[config.mk]
export PLATFORM = sky130hd
export DESIGN_NAME = apb_regbank_completer
export DESIGN_NICKNAME = d
export VERILOG_FILES = /design/src/rtl/apb_rtl_pkg.sv /design/src/rtl/apb_wait_counter.sv /design/src/rtl/apb_regbank_completer.sv
export SDC_FILE = /design/constraint.sdc
export NUM_CORES = 1
export LEC_CHECK = 0
export CELL_PAD_IN_SITES_DETAIL_PLACEMENT = 0
export CELL_PAD_IN_SITES_GLOBAL_PLACEMENT = 2
export CORE_UTILIZATION = 33
export CTS_BUF_LIST = sky130_fd_sc_hd__clkbuf_4 sky130_fd_sc_hd__clkbuf_8 sky130_fd_sc_hd__clkbuf_16
export DETAILED_ROUTE_END_ITERATION = 7
export PLACE_DENSITY = 0.79
export SYNTH_ARGS = -nofsm -noshare
export SYNTH_HDL_FRONTEND = slang
export SYNTH_HIERARCHICAL = 1
export SYNTH_SLANG_ARGS = --single-unit
[constraint.sdc]
create_clock -name PCLK -period 2.76 [get_ports PCLK]
set_input_delay 0.552 -clock PCLK [delete_from_list [all_inputs] [get_ports PCLK]]
set_output_delay 0.552 -clock PCLK [all_outputs]
set_load 0.005 [all_outputs]
[src/rtl/apb_rtl_pkg.sv]
// Shared types and helpers for the APB register-bank completer.
// Holds the transfer FSM encoding and data-width derived constants.
package apb_rtl_pkg;

    typedef enum logic [1:0] {
        ST_IDLE = 2'd0,
        ST_WAIT = 2'd1,
        ST_DONE = 2'd2
    } apb_state_t;

    localparam int WAIT_CNT_W = 4;

    function automatic int strb_w(input int data_width);
        return data_width / 8;
    endfunction

    // log2 of the number of bytes in one data word (8/16/32-bit buses only)
    function automatic int addr_lsb(input int data_width);
        return (data_width == 32) ? 2 : ((data_width == 16) ? 1 : 0);
    endfunction

endpackage

[src/rtl/apb_wait_counter.sv]
// Loadable 4-bit down-counter that paces the APB access-phase wait states.
// done flags the last wait cycle (count of one) so the FSM can leave WAIT.
module apb_wait_counter
    import apb_rtl_pkg::*;
(
    input  logic                  clk,
    input  logic                  rst_n,
    input  logic                  load,
    input  logic [WAIT_CNT_W-1:0] load_val,
    input  logic                  en,
    output logic                  done
);

    logic [WAIT_CNT_W-1:0] cnt_reg;
    logic [WAIT_CNT_W-1:0] cnt_next;

    always_comb begin
        cnt_next = cnt_reg;
        if (load) begin
            cnt_next = load_val;
        end else if (en && (cnt_reg != '0)) begin
            cnt_next = cnt_reg - 1'b1;
        end
    end

    always_ff @(posedge clk or negedge rst_n) begin
        if (!rst_n) begin
            cnt_reg <= '0;
        end else begin
            cnt_reg <= cnt_next;
        end
    end

    assign done = (cnt_reg == WAIT_CNT_W'(1));

endmodule

[src/rtl/apb_regbank_completer.sv]
// APB4 completer fronting NUM_REGS software registers with wait states,
// byte strobes, read-only masking and PSLVERR; exports contents and write pulses.
module apb_regbank_completer
    import apb_rtl_pkg::*;
#(
    parameter int                     ADDR_WIDTH  = 12,
    parameter int                     DATA_WIDTH  = 32,
    parameter int                     NUM_REGS    = 8,
    parameter int                     WAIT_STATES = 0,
    parameter logic [NUM_REGS-1:0]    RO_MASK     = '0,
    parameter logic [DATA_WIDTH-1:0]  RESET_VAL   = '0
) (
    input  logic                           PCLK,
    input  logic                           PRESETn,
    input  logic                           PSEL,
    input  logic                           PENABLE,
    input  logic                           PWRITE,
    input  logic [ADDR_WIDTH-1:0]          PADDR,
    input  logic [DATA_WIDTH-1:0]          PWDATA,
    input  logic [DATA_WIDTH/8-1:0]        PSTRB,
    output logic                           PREADY,
    output logic [DATA_WIDTH-1:0]          PRDATA,
    output logic                           PSLVERR,
    output logic [NUM_REGS*DATA_WIDTH-1:0] reg_q,
    output logic [NUM_REGS-1:0]            wr_pulse
);

    localparam int STRB_W = strb_w(DATA_WIDTH);
    localparam int LSB    = addr_lsb(DATA_WIDTH);
    localparam int IDX_W  = ADDR_WIDTH - LSB;
    localparam int SEL_W  = (NUM_REGS > 1) ? $clog2(NUM_REGS) : 1;

    apb_state_t state_reg;
    apb_state_t state_next;

    logic                   setup;
    logic [IDX_W-1:0]       setup_idx;
    logic [SEL_W-1:0]       setup_sel;
    logic                   offset_err;
    logic                   range_err;
    logic                   ro_hit;
    logic                   setup_err;

    logic [SEL_W-1:0]       sel_reg;
    logic                   write_reg;
    logic                   err_reg;
    logic                   pready_reg;
    logic [DATA_WIDTH-1:0]  prdata_reg;
    logic                   pslverr_reg;

    logic [SEL_W-1:0]       acc_sel;
    logic                   acc_err;
    logic                   acc_write;
    logic [DATA_WIDTH-1:0]  rd_word;
    logic                   commit;
    logic                   cnt_load;
    logic                   cnt_en;
    logic                   cnt_done;
    logic [NUM_REGS*DATA_WIDTH-1:0] reg_flat;

    // ---------------- Setup-phase decode ----------------
    assign setup     = PSEL && !PENABLE;
    assign setup_idx = PADDR[ADDR_WIDTH-1:LSB];
    assign setup_sel = setup_idx[SEL_W-1:0];
    assign range_err = (32'(setup_idx) >= 32'(NUM_REGS));

    generate
        if (LSB > 0) begin : g_offset
            assign offset_err = |PADDR[LSB-1:0];
        end else begin : g_no_offset
            assign offset_err = 1'b0;
        end
    endgenerate

    always_comb begin
        ro_hit = 1'b0;
        for (int i = 0; i < NUM_REGS; i++) begin
            if ((32'(setup_idx) == 32'(i)) && RO_MASK[i]) begin
                ro_hit = 1'b1;
            end
        end
    end

    assign setup_err = range_err || offset_err || (PWRITE && ro_hit);

    // ---------------- Wait-state counter ----------------
    apb_wait_counter u_wait_counter (
        .clk      (PCLK),
        .rst_n    (PRESETn),
        .load     (cnt_load),
        .load_val (WAIT_CNT_W'(WAIT_STATES)),
        .en       (cnt_en),
        .done     (cnt_done)
    );

    // ---------------- Transfer FSM ----------------
    always_comb begin
        state_next = state_reg;
        cnt_load   = 1'b0;
        cnt_en     = 1'b0;
        case (state_reg)
            ST_IDLE: begin
                if (setup) begin
                    if (WAIT_STATES == 0) begin
                        state_next = ST_DONE;
                    end else begin
                        state_next = ST_WAIT;
                        cnt_load   = 1'b1;
                    end
                end
            end
            ST_WAIT: begin
                // Dropping PSEL mid-access abandons the transfer silently
                if (!PSEL) begin
                    state_next = ST_IDLE;
                end else begin
                    cnt_en = 1'b1;
                    if (cnt_done) begin
                        state_next = ST_DONE;
                    end
                end
            end
            ST_DONE: begin
                state_next = ST_IDLE;
            end
            default: begin
                state_next = ST_IDLE;
            end
        endcase
    end

    // With zero wait states DONE is entered straight from setup, before the latch exists
    assign acc_sel   = (state_reg == ST_IDLE) ? setup_sel : sel_reg;
    assign acc_err   = (state_reg == ST_IDLE) ? setup_err : err_reg;
    assign acc_write = (state_reg == ST_IDLE) ? PWRITE    : write_reg;

    always_comb begin
        rd_word = '0;
        for (int i = 0; i < NUM_REGS; i++) begin
            if (acc_sel == SEL_W'(i)) begin
                rd_word = reg_flat[i*DATA_WIDTH +: DATA_WIDTH];
            end
        end
    end

    always_ff @(posedge PCLK or negedge PRESETn) begin
        if (!PRESETn) begin
            state_reg   <= ST_IDLE;
            sel_reg     <= '0;
            write_reg   <= 1'b0;
            err_reg     <= 1'b0;
            pready_reg  <= 1'b0;
            prdata_reg  <= '0;
            pslverr_reg <= 1'b0;
        end else begin
            state_reg  <= state_next;
            pready_reg <= (state_next == ST_DONE);
            if ((state_reg == ST_IDLE) && setup) begin
                sel_reg   <= setup_sel;
                write_reg <= PWRITE;
                err_reg   <= setup_err;
            end
            if (state_next == ST_DONE) begin
                prdata_reg  <= (acc_err || acc_write) ? '0 : rd_word;
                pslverr_reg <= acc_err;
            end
        end
    end

    assign PREADY  = pready_reg;
    assign PRDATA  = prdata_reg;
    assign PSLVERR = pslverr_reg;

    // ---------------- Register array with byte-strobe merge ----------------
    assign commit = (state_reg == ST_DONE) && write_reg && !err_reg;

    genvar gi;
    generate
        for (gi = 0; gi < NUM_REGS; gi++) begin : g_reg
            logic [DATA_WIDTH-1:0] q_reg;
            logic                  pulse_reg;
            logic                  hit;

            assign hit = commit && (sel_reg == SEL_W'(gi));

            always_ff @(posedge PCLK or negedge PRESETn) begin
                if (!PRESETn) begin
                    q_reg     <= RESET_VAL;
                    pulse_reg <= 1'b0;
                end else begin
                    pulse_reg <= hit;
                    if (hit) begin
                        for (int b = 0; b < STRB_W; b++) begin
                            if (PSTRB[b]) begin
                                q_reg[b*8 +: 8] <= PWDATA[b*8 +: 8];
                            end
                        end
                    end
                end
            end

            assign reg_flat[gi*DATA_WIDTH +: DATA_WIDTH] = q_reg;
            assign wr_pulse[gi] = pulse_reg;
        end
    endgenerate

    assign reg_q = reg_flat;

endmodule
[Word-level counts from Yosys, hierarchy flattened]
Cells that the tools add are included.
Widths: inputs -> output; s select.
Storage, ports and cells
  flip-flop bits (word level): 309
  bits in latches: 0
  RAM bits: 0
  bits in read-only memories: 0
  bits of input ports: 53
  output and inout bits: 298
  logic and storage cells: 140
  memories kept: 0
Cells by class
  add/subtract/negate cells: 1
  $mul: 0
  divide/modulo/power cells: 0
  $lt $le $gt $ge: 1
  eq/ne operators: 18
  shifts and indexed selects: 0
  muxes and demuxes: 18
  bitwise gates (word level): 0
  reduce and logical (&&, ||, !) cells: 54
Operators with widths (number)
  $mux 32: 9
  $reduce_and 2->1: 32
  $eq 3x3->1 const B: 8
  $logic_and 1x1->1: 13
  $eq 3x2->1 const B: 4
  $ge 10x4->1 const B: 1
  $eq 3x1->1 const B: 2
  $logic_not 3->1: 2
  $mux 2: 3
  $eq 2x2->1 const B: 2
  $eq 4x1->1 const B: 1
  $mux 1: 4
  $pmux 2 s2: 1
  $reduce_bool 4->1: 1
  $sub 4x1->4 const B: 1
  $mux 3: 1
  $eq 2x1->1 const B: 1
  $logic_not 1->1: 2
  $logic_not 2->1: 1
  $logic_or 1x1->1: 2
  $reduce_or 2->1: 1

[Depth between registers and ports, before layout]
  depth after elaboration: 12
  gate-level depth with buffers: 10
  mapped depth without buffers: 9

[By module]
Netlist, hierarchy kept.
Modules (own cells, without submodules)
  apb_regbank_completer: times used 1, cells an instance 1181, area an instance 14540.2 sq um, sequential area each 7632.3 sq um
  apb_wait_counter: times used 1, cells an instance 29, area an instance 282.8 sq um, sequential area each 100.1 sq um

[Least setup slack after synthesis]
No wires, ideal clock.
  path type: input to register
  start point: input PADDR[9]
  end point: register prdata_reg[10] (netlist: PRDATA[10])
  library setup time: 104 ps
  arrival time: 2123 ps
  required time: 2656 ps
  slack: 533 ps
  stages: 7
  path buffers: 2
  cells stage by stage: or4_4 nor4_4 a21o_1 buf_6 nand2_4 buf_6 o41ai_2
On the way
  longest elaborated chain between the ends: 5
Ends and longest elaborated chain
  from (decl): RTL line apb_regbank_completer.sv:18  | input logic [ADDR_WIDTH-1:0] PADDR,
  $ge 10x4->1: RTL line apb_regbank_completer.sv:65  | assign range_err = (32'(setup_idx) >= 32'(NUM_REGS));
  $logic_or 1x1->1: RTL line apb_regbank_completer.sv:84  | assign setup_err = range_err || offset_err || (PWRITE && ro_hit);
  $mux 1: RTL line apb_regbank_completer.sv:134  | assign acc_err = (state_reg == ST_IDLE) ? setup_err : err_reg;
  $logic_or 1x1->1: RTL line apb_regbank_completer.sv:164  | prdata_reg <= (acc_err || acc_write) ? '0 : rd_word;
  $mux 32: RTL line apb_regbank_completer.sv:164
  to (signal assigned): RTL line apb_regbank_completer.sv:164
  to (decl): RTL line apb_regbank_completer.sv:48  | logic [DATA_WIDTH-1:0] prdata_reg;
No other way between the ends.
A chain may end at the register's enable or synchronous reset.

[Worst setup path after layout]
  start point: register state_reg[1]
  end point: register g_reg[2].q_reg[28]
On the way
  longest elaborated chain between the ends: 5
Ends and longest elaborated chain
  from (decl): RTL line apb_regbank_completer.sv:33  | apb_state_t state_reg;
  from (signal assigned): RTL line apb_regbank_completer.sv:156  | state_reg <= state_next;
  $eq 2x2->1: RTL line apb_regbank_completer.sv:175  | assign commit = (state_reg == ST_DONE) && write_reg && !err_reg;
  $logic_and 1x1->1 (2 in a row): RTL line apb_regbank_completer.sv:175
  $logic_and 1x1->1: RTL line apb_regbank_completer.sv:184  | assign hit = commit && (sel_reg == SEL_W'(gi));
  net g_reg[2].hit: RTL line apb_regbank_completer.sv:182  | logic hit;
  $reduce_and 2->1 (no source line)
  to (signal, indexed assignment): RTL line apb_regbank_completer.sv:195  | q_reg[b*8 +: 8] <= PWDATA[b*8 +: 8];
  to (decl): RTL line apb_regbank_completer.sv:180  | logic [DATA_WIDTH-1:0] q_reg;
The timed path passes the listed nets, and every way through them passes these cells.

==> impl_metrics.toml <==
[floorplan]
start_util_pct = 33.5
pin_count = 351
die_w_um = 214
rows = 77
dieHeight_um = 214
core-area_um2 = 44200
dieArea_um2 = 45800

[synth]
syn_area_per_cell_um2 = 12.3
synth_edf_count = 0
yosys_warnings = 6
netlist_instances = 1210
ys_top_cells_by_area = "dfrtp_1 52%, mux2_2 20%, and3_1 3.9%, o21ai_0 3.6%, a21boi_0 2.3%"
yosysSeqAreaShare_pct = 52.2
dominantRegCellSynth = "dfrtp_1"
yosysTopAreaCell = "dfrtp_1"
ys_ff_latch = 309
synth_top_area_share_pct = 52.2
synth_cell_types = 66
async_flop_share_pct = 100
netlist_area_um2 = 14800

[drt]
viasPerCell = 5.37
wirelength_um = 56100
drt-pass1-iter-count = 5
drtAntennaViolNets = 0
drt_iter0_markers = 641
drc = 0
vias = 11800
wire_per_inst_um = 25.4

[sta]
maxSlewViolCount = 0
grt_setup_unrepaired = "false"
finalCritPeriodShare_pct = 95.4
hold_viol_final = 0
tightest_slew_ns = 0.735
worst_slack_ns = 0.128
finalSetupViolCount = 0
relSlewSlack_pct = 51.0
period_needed_ns = 2.63
finClkSkew_ns = 0.0118
clock.fmax_mhz = 380

[placement]
place_hpwl_um = 39900
port_buffers = 350
gp_congestion = 0.825
place_ws_ns = -0.0329

[power_and_ir_drop]
switching_share_pct = 24.8
total_leakage_power_uw = 0.00956
p_seq_share_pct = 41.9
p_comb_share_pct = 10.5
p_int_uw = 8390
p_sw_uw = 2770
power_uw = 11200
pwr_density_cell_nw_per_um2 = 536
p_clk_share_pct = 47.6
max-vdd-ir-drop_mv = 0.324

[clock_network]
cts_root_buf = "clkbuf_16"
cts_resized = 0
tritoncts = "done"
clk_latency_ns = 0.54
numCtsBuffers = 38
numClockSinks = 309
cts-htree-levels = 2
clk_pin_slew_ns = 0.06
cts_max_path_buffers = 3

[critical_path]
crit_path_end_kind = "flop"
critPathMaxFanout = 14
crit_required_ns = 3.19
worstSetupPathType = "reg2reg"
r2r_end = "g_reg[2].q_reg[28]"
reg2regPathDepth = 6
r2r_start = "state_reg[1]"
cp.arrival_ns = 3.06
cp-start-kind = "flop"
rrSetupSlack_ns = 0.13

[global_routing]
antenna_found_initial = 2
grt_pass1_vias = 12200
grt_use_total_pct = 24.3
grt.overflow.total = 0
grt_max_degree = 79
grt_first_pass_wirelength_um = 83000

[finish]
final_cell_mix = "349 x clkdlybuf4s50_1, 309 x dfrtp_1, 269 x mux2_2"
drive_gt1_share_pct = 28.3
final_nets = 1638
largest_register_ffs = 256
n_fill_cell = 4036
mostFrequentLayoutCell = "clkdlybuf4s50_1"
synthToLayoutAreaGrowth_pct = 40.4

[worst_hold_path]
min_delay_path_depth = 2
min_path_type = "reg2reg"
min_to = "PRDATA[17]"
hold_start = "PRDATA[17]"

[outcome]
outcome = "finished, final reports clean"

[job]
drv_cap = 0
-- what timing repair did --
action	CTS	global route
hold buffers	1	0
setup buffers	0	0
hold endpoints to repair	45	0
-- stage by stage --
step / util (%) / instances / instance area, um2 / hold WS (ns) / setup TNS, ns
final: 47.1 / 2206 / 20800 / 0.486 / 0
after CTS: 47.1 / 2205 / 20800 / 0.485 / 0
after global placement: 44.0 / 2134 / 19500 / 0.473 / 0
after floorplan: - / 1215 / 14800 / 0.256 / 0
after global routing: 47.1 / 2206 / 20800 / 0.503 / 0
after detailed placement: 44.0 / 2134 / 19500 / 0.467 / -0.0529
-- per-layer routing --
layer,track usage [%],share of wire (%),vias up
met5,0,0.020,-
met4,7.67,2.5,2
met3,5.32,6.7,81
met2,38.2,46,442
met1,33.2,45,6060
li1,-,-,5253
-- power groups by stage --
stage	registers (uW)	logic, uW	clock network [uW]
final	4680	1170	5310
after detailed placement	4760	1170	0
after global placement	4760	1160	0
after CTS	4680	1180	5410
after global routing	4690	1260	5620
after floorplan	4730	486	0
-- cells by family after synthesis --
| group | count (synthesis) | synth area share [%] |
|---|---|---|
| simple gates | 250 | 9.66 |
| compound gates | 276 | 13.9 |
| buf+inv | 99 | 3.29 |
| flops | 309 | 52.2 |
| fa+ha+maj | 2 | 0.169 |
| mux | 273 | 20.8 |
| other cells | 1 | 0.0253 |
-- critical path, cell delays in order, from the launching register on --
cell      delay, ns
dfrtp_1        0.35
buf_4          0.22
and4bb_2       0.29
nand2b_1       0.12
nor2_1         0.54
nand2_1        0.55
mux2_2         0.42
-- Yosys cell counts (6+ instances only) --
cell type    n
a21boi_0    46
a21oi_1     13
a221o_1     11
a221oi_1    24
a22o_1       7
a32oi_1      9
and3_1      92
buf_2       16
buf_4       11
buf_6        7
clkbuf_1    48
dfrtp_1    309
inv_1       15
mux2_2     269
nand2_1     56
nand2_2      8
nand3_1      9
nand3b_1     9
nor2_1      33
nor2b_1      6
o21a_1      12
o21ai_0    106
o21ai_1      7
o41ai_2     20
-- how the worst max path moves through the flow --
stage | startpoint | to | slack [ns] | cells past startpoint
2_1_floorplan | PADDR[9] | PRDATA[10] | 0.53 | 7
3_3_place_gp | PADDR[9] | PRDATA[31] | 0.02 | 7
3_5_place_dp | PADDR[9] | PRDATA[31] | -0.03 | 7
4_1_cts | state_reg[1] | g_reg[2].q_reg[28] | 0.13 | 6
5_1_grt | state_reg[0] | PRDATA[14] | 0.03 | 6
6_report | state_reg[1] | g_reg[2].q_reg[28] | 0.13 | 6
-- final cells by class --
type | instances | area [um2] | share of cell area, %
antenna | 1 | 2.50 | 0.0120
timing repair buffer | 412 | 4230 | 20.3
inverter | 15 | 56.3 | 0.270
clock buffer | 58 | 1210 | 5.81
multi-input combinational | 807 | 6710 | 32.2
sequential | 309 | 7730 | 37.1
clock inverter | 12 | 141 | 0.679
tap | 592 | 741 | 3.56
(Power assumes the default switching activity.)
